$ cat src/rtl/trap_pkg.sv
// -----------------------------------------------------------------------------
// trap_pkg
// Shared types and defaults for the interrupt / trap controller.
//   trap_state_e        : FSM state encoding (IDLE, ENTER, IN_TRAP, RETURN)
//   ECALL_CAUSE_DEF     : default cause code reported for ecall
//   IRQ_CAUSE_BASE_DEF  : default cause code for irq 0 (irq i -> base + i)
//   CAUSE_W_DEF/cause_t : default cause width and matching cause type
// -----------------------------------------------------------------------------
package trap_pkg;

  typedef enum logic [1:0] {
    ST_IDLE    = 2'd0,
    ST_ENTER   = 2'd1,
    ST_IN_TRAP = 2'd2,
    ST_RETURN  = 2'd3
  } trap_state_e;

  localparam int ECALL_CAUSE_DEF    = 11;
  localparam int IRQ_CAUSE_BASE_DEF = 16;
  localparam int CAUSE_W_DEF        = 5;

  typedef logic [CAUSE_W_DEF-1:0] cause_t;

endpackage

$ cat src/rtl/irq_sync.sv
// -----------------------------------------------------------------------------
// irq_sync
// One interrupt source: SYNC_STAGES-flop synchronizer, rising-edge detector
// and a sticky pending flop for edge-triggered sources.
//   clk, rst_n  : clock, asynchronous active-low reset
//   irq_i       : raw request, asynchronous to clk
//   clear_i     : claim strobe, clears the edge-pending flop
//   pending_o   : edge source -> sticky pending flop
//                 level source -> synchronized request
// -----------------------------------------------------------------------------
module irq_sync #(
  parameter int SYNC_STAGES = 2,
  parameter bit IS_EDGE     = 1'b0
) (
  input  logic clk,
  input  logic rst_n,
  input  logic irq_i,
  input  logic clear_i,
  output logic pending_o
);

  logic [SYNC_STAGES-1:0] sync_q;
  logic                   hist_q;
  logic                   pend_q;
  logic                   pend_d;
  logic                   sync_bit;
  logic                   rise;

  assign sync_bit = sync_q[SYNC_STAGES-1];
  assign rise     = sync_bit & ~hist_q;

  // A new edge arriving in the claim cycle re-arms the flop (set wins).
  assign pend_d   = rise | (pend_q & ~clear_i);

  always_ff @(posedge clk or negedge rst_n) begin
    if (!rst_n) begin
      sync_q <= '0;
      hist_q <= 1'b0;
      pend_q <= 1'b0;
    end else begin
      sync_q <= {sync_q[SYNC_STAGES-2:0], irq_i};
      hist_q <= sync_bit;
      pend_q <= pend_d;
    end
  end

  assign pending_o = IS_EDGE ? pend_q : sync_bit;

endmodule

$ cat src/rtl/irq_trap_ctrl.sv
// -----------------------------------------------------------------------------
// irq_trap_ctrl
// Single-level trap controller: synchronizes NUM_IRQ interrupt sources,
// arbitrates ecall vs. interrupts and sequences trap entry / return.
//   clk, rst_n        : clock, asynchronous active-low reset
//   irq               : raw interrupt requests (async)
//   irq_en            : per-source enable mask (mie)
//   global_ie         : global interrupt enable (mstatus.MIE)
//   ecall             : ecall request from decode
//   trap_ret          : mret request from decode (honoured only in IN_TRAP)
//   pipe_ready        : pipeline can accept a redirect
//   trapping          : handler active (ENTER or IN_TRAP)
//   trigger_trap      : one-cycle pulse in ENTER
//   trigger_trap_ret  : one-cycle pulse in RETURN
//   cause/cause_is_irq: cause of the current/last trap
//   irq_claim         : one-hot claimed source during an IRQ ENTER cycle
//   pending           : pending vector (mip view)
//   nested_err        : sticky, ecall seen while a trap was in progress
//   state_dbg         : FSM state, for observation
//
// Handshake: the only flow control is pipe_ready. Entry happens on the edge
// where pipe_ready and a request are both high; if pipe_ready is low the
// request is simply retained (pending stays set) and retried every cycle.
// -----------------------------------------------------------------------------
module irq_trap_ctrl
  import trap_pkg::*;
#(
  parameter int                 NUM_IRQ        = 4,
  parameter int                 SYNC_STAGES    = 2,
  parameter logic [NUM_IRQ-1:0] IRQ_EDGE       = '0,
  parameter int                 CAUSE_W        = 5,
  parameter int                 ECALL_CAUSE    = ECALL_CAUSE_DEF,
  parameter int                 IRQ_CAUSE_BASE = IRQ_CAUSE_BASE_DEF
) (
  input  logic               clk,
  input  logic               rst_n,
  input  logic [NUM_IRQ-1:0] irq,
  input  logic [NUM_IRQ-1:0] irq_en,
  input  logic               global_ie,
  input  logic               ecall,
  input  logic               trap_ret,
  input  logic               pipe_ready,
  output logic               trapping,
  output logic               trigger_trap,
  output logic               trigger_trap_ret,
  output logic [CAUSE_W-1:0] cause,
  output logic               cause_is_irq,
  output logic [NUM_IRQ-1:0] irq_claim,
  output logic [NUM_IRQ-1:0] pending,
  output logic               nested_err,
  output logic [1:0]         state_dbg
);

  trap_state_e        state_q, state_d;
  logic [CAUSE_W-1:0] cause_q, cause_d;
  logic               is_irq_q, is_irq_d;
  logic [NUM_IRQ-1:0] claim_q, claim_d;
  logic               nested_q, nested_d;

  logic [NUM_IRQ-1:0] enabled;
  logic               irq_req;
  logic [NUM_IRQ-1:0] sel_oh;
  int                 sel_idx;
  logic               found;

  // Per-source synchronizer / pending logic.
  for (genvar g = 0; g < NUM_IRQ; g++) begin : g_irq
    irq_sync #(
      .SYNC_STAGES (SYNC_STAGES),
      .IS_EDGE     (IRQ_EDGE[g])
    ) u_irq_sync (
      .clk       (clk),
      .rst_n     (rst_n),
      .irq_i     (irq[g]),
      .clear_i   (irq_claim[g]),
      .pending_o (pending[g])
    );
  end

  assign enabled = pending & irq_en;
  assign irq_req = global_ie & (|enabled);

  // Lowest enabled pending index wins.
  always_comb begin
    sel_oh  = '0;
    sel_idx = 0;
    found   = 1'b0;
    for (int i = 0; i < NUM_IRQ; i++) begin
      if (enabled[i] && !found) begin
        found     = 1'b1;
        sel_idx   = i;
        sel_oh[i] = 1'b1;
      end
    end
  end

  always_comb begin
    state_d  = state_q;
    cause_d  = cause_q;
    is_irq_d = is_irq_q;
    claim_d  = claim_q;
    nested_d = nested_q;
    case (state_q)
      ST_IDLE: begin
        if (pipe_ready && (ecall || irq_req)) begin
          state_d = ST_ENTER;
          if (ecall) begin
            cause_d  = CAUSE_W'(ECALL_CAUSE);
            is_irq_d = 1'b0;
            claim_d  = '0;
          end else begin
            cause_d  = CAUSE_W'(IRQ_CAUSE_BASE + sel_idx);
            is_irq_d = 1'b1;
            claim_d  = sel_oh;
          end
        end
      end
      ST_ENTER: begin
        state_d = ST_IN_TRAP;
        if (ecall) nested_d = 1'b1;
      end
      ST_IN_TRAP: begin
        // trap_ret takes the cycle; a simultaneous ecall only flags the error.
        if (trap_ret) state_d = ST_RETURN;
        if (ecall) nested_d = 1'b1;
      end
      ST_RETURN: begin
        state_d = ST_IDLE;
        if (ecall) nested_d = 1'b1;
      end
      default: state_d = ST_IDLE;
    endcase
  end

  always_ff @(posedge clk or negedge rst_n) begin
    if (!rst_n) begin
      state_q  <= ST_IDLE;
      cause_q  <= '0;
      is_irq_q <= 1'b0;
      claim_q  <= '0;
      nested_q <= 1'b0;
    end else begin
      state_q  <= state_d;
      cause_q  <= cause_d;
      is_irq_q <= is_irq_d;
      claim_q  <= claim_d;
      nested_q <= nested_d;
    end
  end

  assign trigger_trap     = (state_q == ST_ENTER);
  assign trigger_trap_ret = (state_q == ST_RETURN);
  assign trapping         = (state_q == ST_ENTER) || (state_q == ST_IN_TRAP);
  assign cause            = cause_q;
  assign cause_is_irq     = is_irq_q;
  // claim_q is zero for an ecall entry, so this is only non-zero for IRQ traps.
  assign irq_claim        = (state_q == ST_ENTER) ? claim_q : '0;
  assign nested_err       = nested_q;
  assign state_dbg        = state_q;

endmodule

$ cat config.mk
export PLATFORM = sky130hd
export DESIGN_NAME = irq_trap_ctrl
export DESIGN_NICKNAME = d
export VERILOG_FILES = /design/src/rtl/trap_pkg.sv /design/src/rtl/irq_sync.sv /design/src/rtl/irq_trap_ctrl.sv
export SDC_FILE = /design/constraint.sdc
export NUM_CORES = 1
export LEC_CHECK = 0
export ABC_AREA = 1
export CORE_ASPECT_RATIO = 1.2
export CORE_MARGIN = 2
export CORE_UTILIZATION = 43
export CTS_BUF_LIST = sky130_fd_sc_hd__clkbuf_16
export DETAILED_ROUTE_END_ITERATION = 16
export GPL_ROUTABILITY_DRIVEN = 0
export PLACE_DENSITY = 0.77
export SKIP_LAST_GASP = 1
export SYNTH_ARGS = -nofsm -noshare
export SYNTH_HDL_FRONTEND = slang
export SYNTH_SLANG_ARGS = --single-unit
$ cat constraint.sdc
create_clock -name clk -period 1.35 [get_ports clk]
set_input_delay 0.2025 -clock clk [delete_from_list [all_inputs] [get_ports clk]]
set_output_delay 0.2025 -clock clk [all_outputs]
set_load 0.02 [all_outputs]
==> results.txt <==
Of the total synthesized cell area, the portion taken by full adders, half adders and majority gates is 5.31%. The signed area change from the synthesized netlist to the final layout came out at 45.0%. The number of hold buffers added after CTS was 0.

The detailed-route DRC error count came out at 0. The count of nets after finishing is 150. Yosys attributes the largest share of cell area to dfrtp_1, nand2_1, buf_4. The startpoint-to-endpoint class of the critical path is reg2out. The worst setup skew after layout came out at 0.00251 ns. For the worst-skew pair, the clock arrives at the later sink with an insertion delay of 0.25 ns.

The starting utilization of the core area is 45.5%. The critical path goes through buf_4, dlygate4sd2_1. The minimum hold slack is 0.278 ns. The data required time at the worst endpoint is 1.15 ns. The final-report hold violation count is 0. Summing the areas of all and, or, nand and nor instances in the mapped netlist gives 22.8% of the synthesized area. The pre-antenna-repair detailed-routing pass consisted of 4 iterations. The sequential-to-total area share from yosys stat is 50.5%. The top cell type by total area after synthesis is dfrtp_1.

The number of vias per cell after detailed routing is 4.43. The wire length reported by the detailed router is 1.81 mm. STA classifies the critical path endpoint as a primary output. The fraction of the core area covered by cells at the end of the flow is 65.9%. The delay of the slowest cell on the worst path is 0.44 ns. The tree is rooted in a clkbuf_16. The post-synthesis instance area came out at 942 µm². The area of the die came out at 2580 µm².

The number of buffers on the longest clock path is 2. The clock tree from TritonCTS is built. The net count after synthesis came out at 115. The design draws 2.66 mW. The compound-cell area share of the yosys netlist came out at 6.91%.

Global routing finished with a remaining overflow of 0. The library cells used most frequently in the layout, excluding fill and tap cells, are nand2_1, dfrtp_1, clkdlybuf4s50_1. After layout, the worst path uses 99.9% of the clock period.

The via count is 714. The number of library cell types mapped by synthesis is 17. The number of maximum-capacitance violations is 0.

The main combinational cell family by area after synthesis is simple AND/OR/NAND/NOR gates. The number of antenna violations at the first check in global routing was 0. Of the post-synthesis cell area, the part taken by muxes is 0%.

The wire length per cell came out at 11.2 µm. The worst setup path is launched from a flop. The power density of the placed cells came out at 1950 nW/µm². A synthesized cell averages 9.71 µm². The number of buffers added by the clock tree synthesis step is 3. Setup repair after global routing could not meet its margin everywhere.

The die width came out at 46.7 µm. The leakage dissipation came out at 0.703 nW. The post-route netlist has 35.1% of its cells at a drive strength greater than 1. Once detailed placement completed, the half-perimeter wirelength came to 1.27 mm.

The library cell used most frequently in the layout, excluding fill and tap cells, is nand2_1. The run finished with clean final reports. The clock drives 19 sinks. The smallest clock period supported by the final layout is computed as 1.35 ns. Of the total synthesized cell area, the portion taken by XOR and XNOR cells is 0%. The largest net degree at the start of global routing came out at 20.

The critical-path maximum fanout came out at 3. The synthesized flop and latch total came out at 19. The y dimension of the die is 55.3 µm.

The area share of the leading cell type in the synthesized netlist came out at 50.5%. The wire length of the first global-routing pass is 2.94 mm. In the synthesized netlist, the number of instances is 97. The min-delay analysis places its worst path in the category in2async. The number of diodes added for antenna fixing is 0.

The number of global-route vias before repair is 688. The total count of max-transition violations in the final report is 0. The number of top-level pins came out at 34.

The row count came out at 18. The number of warnings printed during yosys synthesis came out at 0. The path depth of the worst reg2reg path is 7. The clock-pin slew of the registers on the worst-case setup and hold paths is 0.05 ns. The final antenna-violating net count is 0. The number of failing setup endpoints in the final timing report came out at 0.

Timing would allow up to 742 MHz. The number of filler cells placed in the layout came out at 180. The total core area is 2070 µm².

The count of input and output buffers is 32. The critical-path cell with the highest stage delay is dfrtp_2. The overall routing resource usage is 15.7%. The signal arrival time at the worst endpoint came out at 1.15 ns. The initial detailed-routing violation count came out at 14.

The deepest level of the CTS H-tree is 1. VDD sags by at most 946 µV.
==> metal layers <==
metal / vias up / part of all wire [%] / GRT usage (%)
li1: 364 / - / -
met1: 326 / 38 / 19.2
met2: 20 / 56 / 26.2
met3: 4 / 5.0 / 4.25
met4: 0 / 1.4 / 4.76
met5: - / 0 / 0
==> cells in the mapped netlist (all sizes together) <==
cell type  count
nand4          2
or2            2
inv           10
nor2           2
o21bai         1
o21ai          6
nand3          6
nand2         32
ha             4
buf           11
conb           1
dfrtp         19
a21oi          1
==> per-stage QoR <==
stage	setup slack, ns	instance area (µm²)	TNS (ns)	cells
final	0.00187	1370	0	161
after global routing	-0.0716	1370	-0.291	161
after CTS	-0.179	1330	-0.698	160
after detailed placement	-0.212	1270	-2.73	156
after global placement	-0.198	1270	-2.48	156
after floorplan	0.000776	943	0	97
==> where the power goes <==
part	switching (mW)	internal, mW	total, mW	leakage, nW
clock	0.199	0.396	0.595	0.0409
combinational	0.666	0.594	1.26	0.433
sequential	0.0949	0.710	0.805	0.229
total	0.960	1.70	2.66	0.703
==> path summary, 6_finish.rpt <==
kind,slack (ns),to,start
worst max-delay path,0.002,state_dbg[0],state_dbg[0]
max in group asynchronous,0.86,state_dbg[0],rst_n
worst min register to register,0.35,g_irq[0].u_irq_sync.sync_q[1],g_irq[0].u_irq_sync.sync_q[0]
min in group clk,0.35,g_irq[0].u_irq_sync.sync_q[1],g_irq[0].u_irq_sync.sync_q[0]
worst max register to register,0.04,state_dbg[0],state_dbg[0]
worst min-delay path,0.28,g_irq[3].u_irq_sync.sync_q[0],rst_n
==> kinds of logic (layout without fill, tap and decap cells) <==
kind of cell,Yosys count,count (layout)
AND/OR/NAND/NOR,44,44
buffers and inverters,21,55
flip-flops,19,19
AO/OA/AOI/OAI,8,8
adder cells (fa/ha/maj),4,4
other,1,1
==> what timing repair did <==
action | 4_1_cts | 5_1_grt
pin swaps | 1 | 1
setup buffers | 0 | 1
cloned | 0 | 0
endpoints found under the setup margin | 19 | 17
gates resized for setup | 34 | 18
==> worst max-delay path: cells and delay by family, from the launching register on <==
kind	cells	cell delay, ns
buffers and inverters	2	0.46
DFF	1	0.44
==> registers in the layout (all words and copies together), names as in the netlist <==
signal	cells
nested_err	1
g_irq.u_irq_sync.sync_q	8
state_dbg	2
cause	4
claim_q	4
==> cell type report <==
class,instances,area (µm²),share of cell area (%)
flip-flops and latches,19,477,34.9
multi-input cells,57,369,27.0
repair buffers,41,365,26.7
clock buffers,3,75.1,5.49
inverters,10,37.5,2.75
well taps,30,37.5,2.75
clock inverters,1,5.00,0.366
(Power assumes the default switching activity.)
